### config.mk
export PLATFORM = sky130hd
export DESIGN_NAME = dd_debounce_flat
export DESIGN_NICKNAME = d
export VERILOG_FILES = /design/src/rtl/dd_debounce_if.sv /design/src/rtl/dd_debounce.sv /design/src/flat_wrapper.sv
export SDC_FILE = /design/constraint.sdc
export NUM_CORES = 1
export LEC_CHECK = 0
export CAP_MARGIN = 20
export CORE_ASPECT_RATIO = 0.7
export CORE_MARGIN = 3
export CORE_UTILIZATION = 35
export CTS_BUF_LIST = sky130_fd_sc_hd__clkbuf_8 sky130_fd_sc_hd__clkbuf_16
export CTS_CLUSTER_DIAMETER = 150
export DETAILED_ROUTE_END_ITERATION = 8
export PLACE_DENSITY = 0.49
export SLEW_MARGIN = 0
export SYNTH_ARGS = -nofsm -noshare
export SYNTH_HDL_FRONTEND = slang
export SYNTH_SLANG_ARGS = --single-unit
### constraint.sdc
create_clock -name clk -period 1.9 [get_ports clk]
set_input_delay 0.19 -clock clk [delete_from_list [all_inputs] [get_ports clk]]
set_output_delay 0.19 -clock clk [all_outputs]
set_load 0.01 [all_outputs]
### src/rtl/dd_debounce_if.sv
// Debouncer channel bundle: synchronised levels and enable in, debounced levels,
// edge pulses and busy out.
interface dd_debounce_if #(
  parameter int WIDTH = 1
);
  logic [WIDTH-1:0] data_sync_i;
  logic             en_i;
  logic [WIDTH-1:0] data_deb_o;
  logic [WIDTH-1:0] rise_p_o;
  logic [WIDTH-1:0] fall_p_o;
  logic             busy_o;

  modport master (
    output data_sync_i, en_i,
    input  data_deb_o, rise_p_o, fall_p_o, busy_o
  );

  modport slave (
    input  data_sync_i, en_i,
    output data_deb_o, rise_p_o, fall_p_o, busy_o
  );
endinterface

### src/rtl/dd_debounce.sv
// Per-bit debouncer with rise/fall pulses. Each channel accepts a new level only
// after STABLE_CYCLES consecutive differing samples.
module dd_debounce_lane #(
  parameter int   STABLE_CYCLES = 1000,
  parameter int   CNT_W         = 16,
  parameter logic RST_BIT       = 1'b0
) (
  input  logic clk,
  input  logic rst_n,
  input  logic en,
  input  logic sync,
  output logic deb,
  output logic rise,
  output logic fall,
  output logic chk_nxt
);
  typedef enum logic {STABLE = 1'b0, CHECK = 1'b1} state_t;

  // Comparing against N-1 avoids the cnt+1 carry out of CNT_W bits.
  localparam logic [CNT_W-1:0] LAST = CNT_W'(STABLE_CYCLES - 1);

  state_t           state, state_nxt;
  logic [CNT_W-1:0] cnt, cnt_nxt;
  logic             deb_nxt, rise_nxt, fall_nxt, acc;

  always_comb begin
    state_nxt = state;
    cnt_nxt   = cnt;
    deb_nxt   = deb;
    rise_nxt  = 1'b0;
    fall_nxt  = 1'b0;
    acc       = 1'b0;
    if (!en) begin
      state_nxt = STABLE;
      cnt_nxt   = '0;
    end else if (sync != deb) begin
      if (state == STABLE && STABLE_CYCLES > 1) begin
        state_nxt = CHECK;
        cnt_nxt   = CNT_W'(1);
      end else if (state == STABLE || cnt == LAST) begin
        acc = 1'b1;
      end else begin
        cnt_nxt = cnt + 1'b1;
      end
    end else begin
      // An equal sample while checking is a bounce: drop the count silently.
      state_nxt = STABLE;
      cnt_nxt   = '0;
    end
    if (acc) begin
      state_nxt = STABLE;
      cnt_nxt   = '0;
      deb_nxt   = sync;
      rise_nxt  = sync;
      fall_nxt  = ~sync;
    end
  end

  assign chk_nxt = (state_nxt == CHECK);

  always_ff @(posedge clk or negedge rst_n) begin
    if (!rst_n) begin
      state <= STABLE;
      cnt   <= '0;
      deb   <= RST_BIT;
      rise  <= 1'b0;
      fall  <= 1'b0;
    end else begin
      state <= state_nxt;
      cnt   <= cnt_nxt;
      deb   <= deb_nxt;
      rise  <= rise_nxt;
      fall  <= fall_nxt;
    end
  end
endmodule

module dd_debounce #(
  parameter int               WIDTH         = 1,
  parameter int               STABLE_CYCLES = 1000,
  parameter int               CNT_W         = 16,
  parameter logic [WIDTH-1:0] RST_VAL       = '0
) (
  input logic          clk,
  input logic          rst_n,
  dd_debounce_if.slave bus
);
  logic [WIDTH-1:0] deb, rise, fall, chk_nxt;
  logic             busy;

  for (genvar g = 0; g < WIDTH; g++) begin : g_lane
    dd_debounce_lane #(
      .STABLE_CYCLES(STABLE_CYCLES),
      .CNT_W        (CNT_W),
      .RST_BIT      (RST_VAL[g])
    ) u_lane (
      .clk    (clk),
      .rst_n  (rst_n),
      .en     (bus.en_i),
      .sync   (bus.data_sync_i[g]),
      .deb    (deb[g]),
      .rise   (rise[g]),
      .fall   (fall[g]),
      .chk_nxt(chk_nxt[g])
    );
  end

  always_ff @(posedge clk or negedge rst_n) begin
    if (!rst_n) busy <= 1'b0;
    else        busy <= |chk_nxt;
  end

  assign bus.data_deb_o = deb;
  assign bus.rise_p_o   = rise;
  assign bus.fall_p_o   = fall;
  assign bus.busy_o     = busy;
endmodule

### src/flat_wrapper.sv
// flat-port wrapper written by rule: the top's interface ports become plain ports
module dd_debounce_flat 
#(
  parameter int               WIDTH         = 1,
  parameter int               STABLE_CYCLES = 1000,
  parameter int               CNT_W         = 16,
  parameter logic [WIDTH-1:0] RST_VAL       = '0
)
  (clk, rst_n, bus_data_sync_i, bus_en_i, bus_data_deb_o, bus_rise_p_o, bus_fall_p_o, bus_busy_o);
  dd_debounce_if #(.WIDTH(WIDTH)) bus_i ();
  input logic clk;
  input logic rst_n;
  input wire logic [$bits(bus_i.data_sync_i)-1:0] bus_data_sync_i;
  input wire logic [$bits(bus_i.en_i)-1:0] bus_en_i;
  output wire logic [$bits(bus_i.data_deb_o)-1:0] bus_data_deb_o;
  output wire logic [$bits(bus_i.rise_p_o)-1:0] bus_rise_p_o;
  output wire logic [$bits(bus_i.fall_p_o)-1:0] bus_fall_p_o;
  output wire logic [$bits(bus_i.busy_o)-1:0] bus_busy_o;
  assign bus_i.data_sync_i = bus_data_sync_i;
  assign bus_i.en_i = bus_en_i;
  assign bus_data_deb_o = bus_i.data_deb_o;
  assign bus_rise_p_o = bus_i.rise_p_o;
  assign bus_fall_p_o = bus_i.fall_p_o;
  assign bus_busy_o = bus_i.busy_o;
  dd_debounce #(.WIDTH(WIDTH), .STABLE_CYCLES(STABLE_CYCLES), .CNT_W(CNT_W), .RST_VAL(RST_VAL)) u_core (.clk(clk), .rst_n(rst_n), .bus(bus_i));
endmodule
## Word level (Yosys, flattened, before mapping)

Cells that the tools add are included.

| cells by class | value |
|---|---|
| equality and inequality tests | 3 |
| $add $sub $neg | 1 |
| bitwise operators | 2 |
| muxes and demuxes | 14 |
| reductions and logical operators | 1 |

Operators with widths:

| operator | number |
|---|---|
| 16-bit 2-to-1 mux | 5 |
| 16-bit by 1-bit adder with 16-bit output (second input constant) | 1 |
| 16-bit by 10-bit equality test with 1-bit output (second input constant) | 1 |
| 1-bit 2-to-1 mux | 9 |
| 5-bit inequality test (second input constant) | 1 |
| 1-bit NOT | 2 |
| 1-bit logical OR | 1 |
| 1-bit inequality test | 1 |

| storage, ports and cells | value |
|---|---|
| register bits | 20 |
| output and inout port bits | 4 |
| input bits | 4 |
| word-level logic and storage cells | 26 |

## Logic depth before layout (Yosys ltp)

Gate-level depths: netlist of the first run.

| logic depth | value |
|---|---|
| depth after elaboration | 7 |
| gate-level depth with buffers | 6 |
| gate-level depth less buffers | 5 |

## Modules after synthesis

From an unflattened synthesis of the first run, not the netlist that was laid out.

| second synthesis, totals | value |
|---|---|
| cells, all modules | 96 |
| area, all modules | 1019.7 um2 |

By module, submodules not included:

| module | times used | cells each | area an instance (um2) |
|---|---|---|---|
| dd_debounce_lane | 1 | 95 | 994.7 |
| dd_debounce | 1 | 1 | 25.0 |

## Least setup slack after synthesis of the first run

Ideal clock, no wire load.

| timing path | value |
|---|---|
| path kind | flip-flop to flip-flop |
| start point | register u_core.g_lane[0].u_lane.deb |
| end point | register u_core.g_lane[0].u_lane.deb |
| setup time | 0.125 ns |
| data required time | 1.775 ns |
| clock period less this slack | 1.552 ns |
| arrival time | 1.427 ns |
| buffers on the path | 0 |
| stages on the path, launching flop included | 5 |
| path slack | 0.348 ns |
| cells stage by stage | dfrtp_1 -> xor2_1 -> nand4_1 -> nor3_1 -> mux2_2 |

| between the ends | value |
|---|---|
| longest elaborated chain between the ends | 3 |

RTL lines:

| element | RTL line | source |
|---|---|---|
| from (decl) | dd_debounce.sv:12 | `output logic deb,` |
| from (signal assigned) | dd_debounce.sv:71 | `deb <= deb_nxt;` |
| 1-bit inequality test | dd_debounce.sv:36 | `end else if (sync != deb) begin` |
| 1-bit 2-to-1 mux | dd_debounce.sv:36 |  |
| 1-bit 2-to-1 mux | dd_debounce.sv:33 | `if (!en) begin` |

No other way between the ends.
A chain may end at the register's enable or synchronous reset.

## Worst setup path after layout of the first run

| timing path | value |
|---|---|
| start point | register u_core.g_lane[0].u_lane.cnt[4] |
| end point | register u_core.g_lane[0].u_lane.deb |

| between the ends | value |
|---|---|
| longest elaborated chain between the ends | 6 |

RTL lines:

| element | RTL line | source |
|---|---|---|
| from (decl) | dd_debounce.sv:23 | `logic [CNT_W-1:0] cnt, cnt_nxt;` |
| from (signal assigned) | dd_debounce.sv:70 | `cnt <= cnt_nxt;` |
| 16-bit by 10-bit equality test with 1-bit output | dd_debounce.sv:40 | `end else if (state == STABLE \|\| cnt == LAST) begin` |
| 1-bit logical OR | dd_debounce.sv:40 |  |
| 1-bit 2-to-1 mux | dd_debounce.sv:40 |  |
| 1-bit 2-to-1 mux | dd_debounce.sv:37 | `if (state == STABLE && STABLE_CYCLES > 1) begin` |
| 1-bit 2-to-1 mux | dd_debounce.sv:36 |  |
| 1-bit 2-to-1 mux | dd_debounce.sv:33 |  |

No other way between the ends.

==> results of run 1 <==
routing by layer:
layer  global-route usage, %  routed length [µm]  vias to the layer above
met5                       0                   0                        -
met4                    2.92                  24                        0
met3                    4.80                  78                        5
met2                    16.1                 808                       10
met1                    18.8                1070                      354
li1                        -                   -                      363
kinds of logic (layout without fill, tap and decap cells):
logic type	Yosys count	count (layout)	synth area share (%)
xor+xnor	11	11	9.85
flops	20	20	51.2
mux	1	1	1.15
buf+inv	4	18	2.05
fa+ha+maj	1	1	1.28
simple gates	43	43	26.5
compound gates	11	11	8.06
cell type report:
class / count / area [µm²]
multi-input cells: 67 / 469
well taps: 34 / 42.5
flip-flops and latches: 20 / 500
fillers: 259 / 1360
inverters: 2 / 7.51
clock buffers: 4 / 55.1
repair buffers: 12 / 120
metrics by stage:
stage          hold slack [ns]  total power, µW  instances  worst slack [ns]
4_1_cts                  0.273              800        139             0.108
3_5_place_dp             0.544              473        135          -0.00117
2_1_floorplan           -0.106              447         91             0.348
3_3_place_gp             0.526              472        135            0.0671
5_1_grt                  0.287              829        139            0.0192
6_report                 0.259              789        139             0.210
flip-flops by register name, indices dropped and copies added, names as in the netlist:
name / flops
u_core.g_lane.u_lane.rise: 1
u_core.bus.busy_o: 1
u_core.g_lane.u_lane.fall: 1
u_core.g_lane.u_lane.cnt: 16
u_core.g_lane.u_lane.deb: 1
how the worst max path moves through the flow:
stage | start | end | slack, ns | cells past startpoint
after floorplan | u_core.g_lane[0].u_lane.deb | u_core.g_lane[0].u_lane.deb | 0.35 | 4
after global placement | bus_data_sync_i | u_core.g_lane[0].u_lane.deb | 0.07 | 5
after detailed placement | bus_data_sync_i | u_core.g_lane[0].u_lane.deb | -0.001 | 5
after CTS | u_core.g_lane[0].u_lane.cnt[4] | u_core.g_lane[0].u_lane.deb | 0.11 | 4
after global routing | u_core.g_lane[0].u_lane.cnt[4] | u_core.g_lane[0].u_lane.deb | 0.02 | 4
final | u_core.g_lane[0].u_lane.cnt[4] | u_core.g_lane[0].u_lane.deb | 0.21 | 4
layout by cell type, fill, tap and decap left out, types with 2 or more instances in the layout:
master           Yosys  final
dfrtp_1             20     20
nor2_1              10     10
nand4_1              8      8
xor2_1               7      7
clkdlybuf4s50_1      0      7
xnor2_1              4      4
nand2_1              4      4
a21oi_1              4      4
nand3_1              4      4
clkbuf_8             0      4
buf_4                1      4
inv_1                2      2
nor3_1               3      2
nor4_2               1      2
and4_1               2      2
o21ai_0              2      2
or3_2                2      2
critical path, cell delays in order, from the launching register on:
cell and delay [ns]:
dfrtp_1 0.44, nor4_2 0.33, nand4_1 0.25, nor3_2 0.20, mux2_2 0.35
Yosys cell counts, types with 2 or more instances:
library cell / count
dfrtp_1: 20
nor2_1: 10
nand4_1: 8
xor2_1: 7
a21oi_1: 4
nand2_1: 4
nand3_1: 4
xnor2_1: 4
nor3_1: 3
and4_1: 2
inv_1: 2
nor4_1: 2
o21ai_0: 2
or3_2: 2
what timing repair did:
| action | in CTS | in global routing |
|---|---|---|
| hold buffers | 0 | 0 |
| setup buffers | 0 | 0 |
| hold endpoints to repair | 0 | 0 |
| endpoints found under the setup margin | 0 | 1 |
| resized for setup | 0 | 2 |
power by group:
part | total [µW] | internal (µW) | switching, µW
logic | 32.5 | 14.8 | 17.7
registers | 431 | 428 | 3.20
clock network | 325 | 185 | 140
==> summary.txt, run 1 <==
Status
  • Status: finished, final reports clean

Timing
  • Achievable Freq: 0.592 GHz
  • Relative slew slack: 78.9%
  • RSZ-0062 raised after global routing: false
  • Fin. max-slew vios: 0
  • Clock skew: 0.00312 ns
  • Setup TNS: 0 ns
  • Final setup viols: 0
  • Tcrit/Tclk final: 88.9%
  • Worst-Margin Slew: 0.313 ns
  • Crit path time final: 1.69 ns
  • Endpoints failing hold: 0

Setup path
  • CP endpoint kind: register
  • RR Endpoint: u_core.g_lane[0].u_lane.deb
  • Critical R2R Launch: u_core.g_lane[0].u_lane.cnt[4]
  • Worst r2r path cells: 4
  • Kind of critical path: register to register
  • CP required: 2.05 ns
  • Startpoint Class: register
  • CP arrival: 1.84 ns
  • CP max FO: 6
  • Reg-to-reg slack, setup: 0.21 ns

Placed design
  • DP HPWL: 1410 µm
  • Routability cong.: 0.787
  • Area after DPL: 0.00113 mm²
  • Port Buffers: 7

CTS
  • Clock slew seen by the registers of the worst setup and hold paths: 0.07 ns
  • CTS max path bufs: 2
  • TritonCTS clock tree: done
  • H-tree Lvls: 1
  • # clock sinks: 20
  • CTS Buf Count: 3
  • CTS Root Cell: clkbuf_8
  • Worst-Skew Late Latency: 0.26 ns

Floorplanning
  • # IOs: 8
  • Die height: 50.2 µm
  • Die area: 0.00348 mm²
  • Core area: 0.00255 mm²
  • DIE WIDTH: 69.2 µm
  • Site Rows: 15
  • Starting Density: 38.3%

Synthesis
  • Register bit total from synthesis: 20
  • Syn_area_per_cell: 10.8 µm²
  • Cell variety after synth: 31
  • Synth Cell Area: 978 µm²
  • Syn Inst Count: 91
  • Top cells by area, synth: dfrtp_1 (51%), xor2_1 (6.3%), nand4_1 (5.1%)
  • Yosys warnings: 0
  • Sequential cell area fraction in the yosys report: 51.2%
  • Net Count, Synth: 96
  • EDFF count, synth: 0
  • Post-synth top area cell: dfrtp_1
  • Async SR Flop Fraction: 100%
  • Top-area cell type share of the netlist area: 51.2%
  • Top_reg_cell synth: dfrtp_1

GRT
  • Total grt overflow: 0
  • First-pass GRT wire length: 3350 µm
  • GRT Overall Usage: 12.4%
  • Largest net degree at the start of global routing: 21
  • Vias in the first global route: 680
  • Initial antenna violation count: 0

Min path
  • Min-Delay Path Class: primary input to asynchronous set/reset pin

Route
  • Antenna Nets Post-Route: 0
  • DRC: 0
  • Average vias per placed instance: 5.27
  • Via count: 732
  • DRT iter0 DRCs: 34
  • Post-Route WL: 1980 µm
  • Iteration count of the initial detailed-routing pass: 4
  • Drt wl/cell: 14.2 µm

Cells and area
  • Design Area, Final: 0.00119 mm²
  • Post-Route Utilization: 46.8%
  • N_diodes: 0
  • Synth-to-layout area growth: 22.1%
  • Layout cells sized above 1: 17.1%
  • Nets: 111

Job
  • Max-cap viol count: 0

Pwr
  • Leak: 0.000466 µW
  • Total power divided by cell area: 660 mW/mm²
  • Max VDD drop: 387 µV
(Power assumes the default switching activity.)
==> inputs of run 2 (changes only) <==
Settings changed: CAP_MARGIN 20 to not set.
==> results of run 2 <==
Same layout as run 1: the final DEF is identical, and so are final timing and power.
